$ cat src/rtl/cascade_mod_counter_pkg.sv
// Shared stopwatch time-base definitions: digit width, default stage moduli,
// chain size limit and the per-stage modulus decode helper.
package cascade_mod_counter_pkg;

    localparam int unsigned DIGIT_W    = 4;
    localparam int unsigned MAX_STAGES = 8;

    localparam logic [31:0] MOD_SEC_MIN = 32'h060A060A;
    localparam logic [31:0] MOD_BCD4    = 32'h0A0A0A0A;

    typedef enum logic {
        DIR_UP   = 1'b0,
        DIR_DOWN = 1'b1
    } dir_e;

    // An 8-bit field of 0 stands for 256 so WIDTH=8 stages can use the full range.
    function automatic int unsigned modulus_of(input logic [8*MAX_STAGES-1:0] moduli,
                                               input int unsigned             idx);
        logic [7:0] field;
        field = moduli[8*idx +: 8];
        return (field == 8'd0) ? 256 : int'(field);
    endfunction

endpackage

$ cat src/rtl/cascade_mod_counter_mod_n_stage.sv
// One modulo-N digit of the cascade: clear/load/step with up/down wrap and
// a combinational terminal-count flag.
module mod_n_stage
    import cascade_mod_counter_pkg::*;
#(
    parameter int unsigned WIDTH   = 4,
    parameter int unsigned MODULUS = 10
) (
    input  logic             clock,
    input  logic             reset,
    input  logic             clear,
    input  logic             load,
    input  logic [WIDTH-1:0] load_d,
    input  logic             step,
    input  logic             down,
    output logic [WIDTH-1:0] digit,
    output logic             tc
);

    localparam logic [WIDTH-1:0] LAST = WIDTH'(MODULUS - 1);

    logic [WIDTH-1:0] r_digit;
    logic [WIDTH-1:0] w_next;
    logic [WIDTH-1:0] w_load;
    dir_e             w_dir;

    assign w_dir = dir_e'(down);

    // Out-of-range digits land on 0 (up) or LAST (down) instead of walking back in.
    always_comb begin
        w_next = r_digit;
        unique case (w_dir)
            DIR_UP:   w_next = (r_digit >= LAST) ? '0 : r_digit + WIDTH'(1);
            DIR_DOWN: w_next = ((r_digit == '0) || (r_digit > LAST)) ? LAST
                                                                     : r_digit - WIDTH'(1);
            default:  w_next = r_digit;
        endcase
    end

    assign w_load = (load_d > LAST) ? LAST : load_d;

    always_ff @(posedge clock or negedge reset) begin
        if (!reset) begin
            r_digit <= '0;
        end else if (clear) begin
            r_digit <= '0;
        end else if (load) begin
            r_digit <= w_load;
        end else if (step) begin
            r_digit <= w_next;
        end
    end

    assign digit = r_digit;
    assign tc    = (w_dir == DIR_DOWN) ? (r_digit == '0) : (r_digit == LAST);

endmodule

$ cat src/rtl/cascade_mod_counter.sv
// Cascaded modulo-N digit counter for the stopwatch time base: ripple-free
// enable chain across stages plus chain wrap pulse and sticky overflow.
module cascade_mod_counter
    import cascade_mod_counter_pkg::*;
#(
    parameter int unsigned                  STAGES = 4,
    parameter int unsigned                  WIDTH  = DIGIT_W,
    parameter logic [8*MAX_STAGES-1:0]      MODULI = (8*MAX_STAGES)'(MOD_SEC_MIN)
) (
    input  logic                    clock,
    input  logic                    reset,
    input  logic                    clear,
    input  logic                    inc,
    input  logic                    down,
    input  logic                    load,
    input  logic [STAGES*WIDTH-1:0] load_value,
    output logic [STAGES*WIDTH-1:0] count,
    output logic [STAGES-1:0]       stage_tc,
    output logic                    wrap,
    output logic                    overflow
);

    logic [STAGES-1:0] w_tc;
    logic [STAGES-1:0] w_step;
    logic              w_all;
    logic              w_acc;
    logic              r_wrap;
    logic              r_overflow;

    // Stage i steps when inc is high and every lower stage sits at terminal count.
    always_comb begin
        w_acc  = inc;
        w_step = '0;
        for (int unsigned i = 0; i < STAGES; i++) begin
            w_step[i] = w_acc;
            w_acc     = w_acc & w_tc[i];
        end
        w_all = w_acc;
    end

    for (genvar gi = 0; gi < STAGES; gi++) begin : g_stage
        mod_n_stage #(
            .WIDTH  (WIDTH),
            .MODULUS(modulus_of(MODULI, gi))
        ) u_stage (
            .clock (clock),
            .reset (reset),
            .clear (clear),
            .load  (load),
            .load_d(load_value[WIDTH*gi +: WIDTH]),
            .step  (w_step[gi]),
            .down  (down),
            .digit (count[WIDTH*gi +: WIDTH]),
            .tc    (w_tc[gi])
        );
    end

    always_ff @(posedge clock or negedge reset) begin
        if (!reset) begin
            r_wrap     <= 1'b0;
            r_overflow <= 1'b0;
        end else if (clear || load) begin
            r_wrap     <= 1'b0;
            r_overflow <= 1'b0;
        end else if (w_all) begin
            r_wrap     <= 1'b1;
            r_overflow <= 1'b1;
        end else begin
            r_wrap     <= 1'b0;
        end
    end

    assign stage_tc = w_tc;
    assign wrap     = r_wrap;
    assign overflow = r_overflow;

endmodule

$ cat config.mk
export PLATFORM = sky130hd
export DESIGN_NAME = cascade_mod_counter
export DESIGN_NICKNAME = d
export VERILOG_FILES = /design/src/rtl/cascade_mod_counter_pkg.sv /design/src/rtl/cascade_mod_counter_mod_n_stage.sv /design/src/rtl/cascade_mod_counter.sv
export SDC_FILE = /design/constraint.sdc
export NUM_CORES = 1
export LEC_CHECK = 0
export ABC_AREA = 1
export CORE_ASPECT_RATIO = 0.7
export CORE_UTILIZATION = 35
export CTS_CLUSTER_SIZE = 25
export DETAILED_ROUTE_END_ITERATION = 10
export HOLD_SLACK_MARGIN = 0.02
export PLACE_DENSITY_LB_ADDON = 0.2
export SYNTH_ARGS = -nofsm -noshare
export SYNTH_HDL_FRONTEND = slang
export SYNTH_HIERARCHICAL = 1
export SYNTH_SLANG_ARGS = --single-unit
$ cat constraint.sdc
create_clock -name clock -period 2.8 [get_ports clock]
set_input_delay 0.56 -clock clock [delete_from_list [all_inputs] [get_ports clock]]
set_output_delay 0.56 -clock clock [all_outputs]
set_load 0.01 [all_outputs]
**Word level (Yosys, flattened, before mapping)**

Cells that the tools add are included.

- $add $sub $neg: 8
- Magnitude comparators: 12
- Equality and inequality tests: 4
- Multiplexer cells: 36
- Bitwise logic cells: 5
- Reductions and logical operators: 14

Operator list:

| kind | count |
|---|---|
| $mux W4 | 24 |
| $pmux W4 S2 | 4 |
| $add A4 B1 Y4 const B | 4 |
| $gt A4 B3 Y1 const B | 4 |
| $gt A4 B4 Y1 const B | 4 |
| $logic_not A4 Y1 | 4 |
| $sub A4 B1 Y4 const B | 4 |
| $reduce_bool A3 Y1 | 4 |
| $eq A4 B3 Y1 const B | 2 |
| $eq A4 B4 Y1 const B | 2 |
| $ge A4 B3 Y1 const B | 2 |
| $ge A4 B4 Y1 const B | 2 |
| $mux W1 | 8 |
| $logic_or A1 B1 Y1 | 5 |
| $and A1 B1 Y1 | 4 |
| $reduce_bool A2 Y1 | 1 |
| $not A1 Y1 | 1 |

- Register bits after elaboration: 18

**Logic depth before layout (Yosys ltp)**

- Word-level depth: 8
- Gate-level depth with buffers: 13

**Hierarchy**

Netlist, hierarchy kept.

Modules (own cells, without submodules):

| module | instances | cells an instance | area an instance (um^2) | seq. area each (um^2) |
|---|---|---|---|---|
| mod_n_stage (g_stage[0].u_stage ...) | 2 | 76 | 500.5 | 100.1 |
| mod_n_stage (g_stage[1].u_stage ...) | 2 | 78 | 455.4 | 100.1 |
| cascade_mod_counter | 1 | 17 | 126.4 | 50.0 |

**Least setup slack after synthesis**

Ideal clock, no wire load.

- Kind: flip-flop to flip-flop
- From: reg g_stage[0].u_stage.r_digit[0]
- To: reg g_stage[3].u_stage.r_digit[0]
- Library setup time: 65 ps
- Data arrival time: 2010 ps
- Path slack: 725 ps
- Stages on the path, launching flop included: 14
- Path buffers: 0
- Path through: dfrtp_1 inv_1 ha_1 nand2_4 nor2_4 nor2_4 a21oi_1 nand3_2 nor2_4 nand3b_1 nand2_1 a21oi_1 nand2_1 nand2_1

- Word-level cells in the longest chain between the ends: 6
- Elaborated cells between the ends (all ways): 7
- Those cells by class: 1 x eq/ne; 1 x mux; 3 x bitwise; 2 x reduce/logical

Ends and longest elaborated chain:

| item | line | source |
|---|---|---|
| start: declaration | cascade_mod_counter_mod_n_stage.sv:22 | `logic [WIDTH-1:0] r_digit;` |
| start signal: assignment | cascade_mod_counter_mod_n_stage.sv:48 | `r_digit <= w_load;` |
| start signal: assignment | cascade_mod_counter_mod_n_stage.sv:50 | `r_digit <= w_next;` |
| $eq A4 B4 Y1 or $logic_not A4 Y1 (tied branches) | cascade_mod_counter_mod_n_stage.sv:55 | `assign tc = (w_dir == DIR_DOWN) ? (r_digit == '0) : (r_digit == LAST);` |
| $mux W1 (*) | cascade_mod_counter_mod_n_stage.sv:55 |  |
| via stage_tc[0] | cascade_mod_counter.sv:18 | `output logic [STAGES-1:0] stage_tc,` |
| $and A1 B1 Y1 (*) (3 in series) | cascade_mod_counter.sv:36 | `w_acc = w_acc & w_tc[i];` |
| via w_step[3] | cascade_mod_counter.sv:24 | `logic [STAGES-1:0] w_step;` |
| $reduce_bool A3 Y1 (no line) (*) | n/a |  |
| end signal: assignment | cascade_mod_counter_mod_n_stage.sv:48 |  |
| end signal: assignment | cascade_mod_counter_mod_n_stage.sv:50 |  |
| end: declaration | cascade_mod_counter_mod_n_stage.sv:22 |  |

Mark *: on every way through the listed nets, which the timed path passes. The rest lies on a longest branch.
A chain may end at the register's enable or synchronous reset.

**Worst setup path after layout**

- From: reg g_stage[0].u_stage.r_digit[0]
- To: out stage_tc[0]

- Word-level cells in the longest chain between the ends: 2
- Elaborated cells between the ends (all ways): 3
- Those cells by class: 1 x eq/ne; 1 x mux; 1 x reduce/logical

Ends and longest elaborated chain:

| item | line |
|---|---|
| $eq A4 B4 Y1 or $logic_not A4 Y1 (tied branches) | cascade_mod_counter_mod_n_stage.sv:55 |
| $mux W1 (*) | cascade_mod_counter_mod_n_stage.sv:55 |
| end: declaration | cascade_mod_counter.sv:18 |

Every way passes the cells marked *; elsewhere a longest branch is shown, timed or not.

==> impl_metrics.toml <==
[status]
status = "finished clean"

[sta]
worst_pin_slew_ns = 0.8323
finalCriticalPeriod_ns = 2.642
timing.setup.tns_ns = 0
timing.fmax_ghz = 0.3786
finalHoldViolations = 0
finalWorstSetupSlack_ns = 0.1584
rsz0062_at_grt = "false"
slew_headroom_pct = 44.34
slew_viol_final = 0
setup_viol = 0
fin_crit_sh_pct = 94.34
clock_skew_ns = 0.004601

[layout]
instances_no_fill = 446
area_growth_pct = 28.54
final_nets = 409
drive_gt1_share_pct = 13.10
mostFrequentLayoutCell = "nand2_1"
num_antenna_cells = 0
layout_common_cells = "124 x nand2_1, 42 x clkdlybuf4s50_1, 40 x inv_1"

[floorplan]
row_count = 22
core_region_area_um2 = 5423
pin_count = 44
start_util_pct = 37.59
dieHeight_um = 65.85
dieArea_um2 = 6137
dieWidth_um = 93.21

[drt]
post_drt_via_cell_ratio = 4.695
initialDrtViolationCount = 73
routed_wl_um = 4879
num_vias = 2094
drc_errors = 0
final_antenna_net_count = 0
detail_route.wl_per_cell_um = 10.94
first_pass_iters = 4

[critical_path]
r2r_end = "g_stage[3].u_stage/digit[0]"
r2r_start = "g_stage[0].u_stage/digit[0]"
cp-start-kind = "flip-flop"
ff2ff_setup_slack_ns = 0.64
crit_path_end = "stage_tc[0]"
worstPathRequired_ns = 2.24
crit_fanout = 7
worstPathArrival_ns = 2.08
worstSetupStartpoint = "g_stage[0].u_stage/digit[0]"
cp-end-kind = "output port"
worstSetupPathType = "reg2out"
rr_worst_depth = 14

[clock_tree]
cts_sinks = 18
clk_latency_ns = 0.25
cts.clk_slew.worst_paths_ns = 0.07
cts-htree-levels = 1
clockBufferDepth = 2
post_cts_buffers = 0
numCtsBuffers = 3
cts_tree = "built"
clock-root-buffer = "clkbuf_8"

[place]
place_hpwl_um = 3944
place_congestion = 0.8739
pre_cts_slack_ns = 0.008255
port_buffers = 43
numPlacedInstances = 442

[grt]
grt_max_degree = 19
grt_pass1_vias = 1797
grt_pass1_wl_um = 8431
grt_use_total_pct = 17.26
antenna_found_initial = 0
grt_overflow_total = 0

[pwr]
peakVddDrop_uv = 190.4
p_leak_nw = 1.390
power.density_nw_per_um2 = 397.1

[run]
cap_viol_max_count = 0

[logic_synthesis]
synth_area_per_cell_um2 = 6.271
ys_seq_area_share_pct = 22.10
syn_nets = 359
ys_warn_count = 6
ys_seq_elements = 18
netlist_instances = 325
synth.distinct_cells = 24
netlist_area_um2 = 2038

[worst_hold_path]
min_path_type = "reg2reg"
stage by stage:
step	area (µm²)	utilization [%]	hold WS, ns	total power [mW]
finish	2620	48.32	0.5519	1.040
global route	2620	48.32	0.6002	1.133
CTS	2620	48.32	0.5617	1.052
detailed placement	2566	47.32	0.5315	0.8326
global placement	2566	47.32	0.5642	0.8300
floorplan	2038	-	0.2644	0.6588
worst min path at each step:
stage | from | to | cells past startpoint
after floorplan | reset | g_stage[0].u_stage/digit[0] | 0
after global placement | overflow | overflow | 2
after detailed placement | overflow | overflow | 2
after CTS | overflow | overflow | 2
after global routing | overflow | overflow | 2
final | overflow | overflow | 2
sequential cells by signal (all words and copies together) (netlist names):
register / cells
overflow: 1
g_stage.u_stage/digit: 16
wrap: 1
worst max-delay path, cell delays in order (launching register included):
cell	delay, ns
dfrtp_1	0.46
inv_1	0.16
ha_1	0.22
nand2_4	0.09
nor2_4	0.13
nor2_4	0.04
a21oi_1	0.16
clkdlybuf4s50_1	0.56
Yosys cell counts:
| cell | instances | area (µm²) |
|---|---|---|
| dfrtp_1 | 18 | 450.4 |
| nor3_2 | 2 | 20.02 |
| nand4_1 | 10 | 62.56 |
| nor2_1 | 15 | 56.30 |
| nor2_4 | 5 | 56.30 |
| inv_4 | 2 | 12.51 |
| nand3_2 | 7 | 70.07 |
| nand3_1 | 31 | 155.2 |
| inv_1 | 40 | 150.1 |
| buf_6 | 2 | 22.52 |
| nand2_4 | 4 | 45.04 |
| nand2_1 | 124 | 465.5 |
| nand3_4 | 2 | 35.03 |
| o21ai_0 | 4 | 20.02 |
| nand3b_1 | 2 | 15.01 |
| nor3_1 | 4 | 20.02 |
| mux2i_1 | 2 | 20.02 |
| a21oi_1 | 16 | 80.08 |
| buf_4 | 2 | 15.01 |
| nand2_2 | 12 | 75.07 |
| inv_2 | 5 | 18.77 |
| or2_0 | 2 | 12.51 |
| ha_1 | 12 | 150.1 |
| o21ai_1 | 2 | 10.01 |
power breakdown:
group          internal [mW]  switching, mW  leakage, nW
clock                  0.125         0.0876       0.0288
combinational          0.217          0.280         1.13
sequential             0.282         0.0480        0.236
total                  0.624          0.416         1.39
layer usage:
metal | vias to the layer above | wire [µm] | track usage, %
met1 | 908 | 2648 | 26.96
li1 | 1135 | - | -
met4 | 0 | 0 | 1.538
met5 | - | 0 | 0
met2 | 51 | 1956 | 24.72
met3 | 0 | 274 | 3.678
layout make-up:
type / instances / area (µm²)
Timing Repair Buffer: 49 / 474.2
Inverter: 47 / 181.4
Multi-Input combinational cell: 256 / 1369
Sequential cell: 18 / 450.4
Fill cell: 559 / 2803
Tap cell: 72 / 90.09
Clock buffer: 4 / 55.05
kinds of logic (layout without fill, tap and decap cells):
logic type | after synthesis | in the layout | share of synthesized area [%]
and+or+nand+nor | 220 | 220 | 53.41
AOI/OAI and AO/OA | 22 | 22 | 5.402
muxes | 2 | 2 | 0.9822
buffers and inverters | 51 | 100 | 10.74
DFF | 18 | 18 | 22.10
adders and majority gates | 12 | 12 | 7.366
timing repair:
item                       4_1_cts  5_1_grt
hold buffers                     0        0
gates resized for setup          1        0
setup endpoints to repair        1        0
No activity file was read; power rests on OpenSTA's default activity.
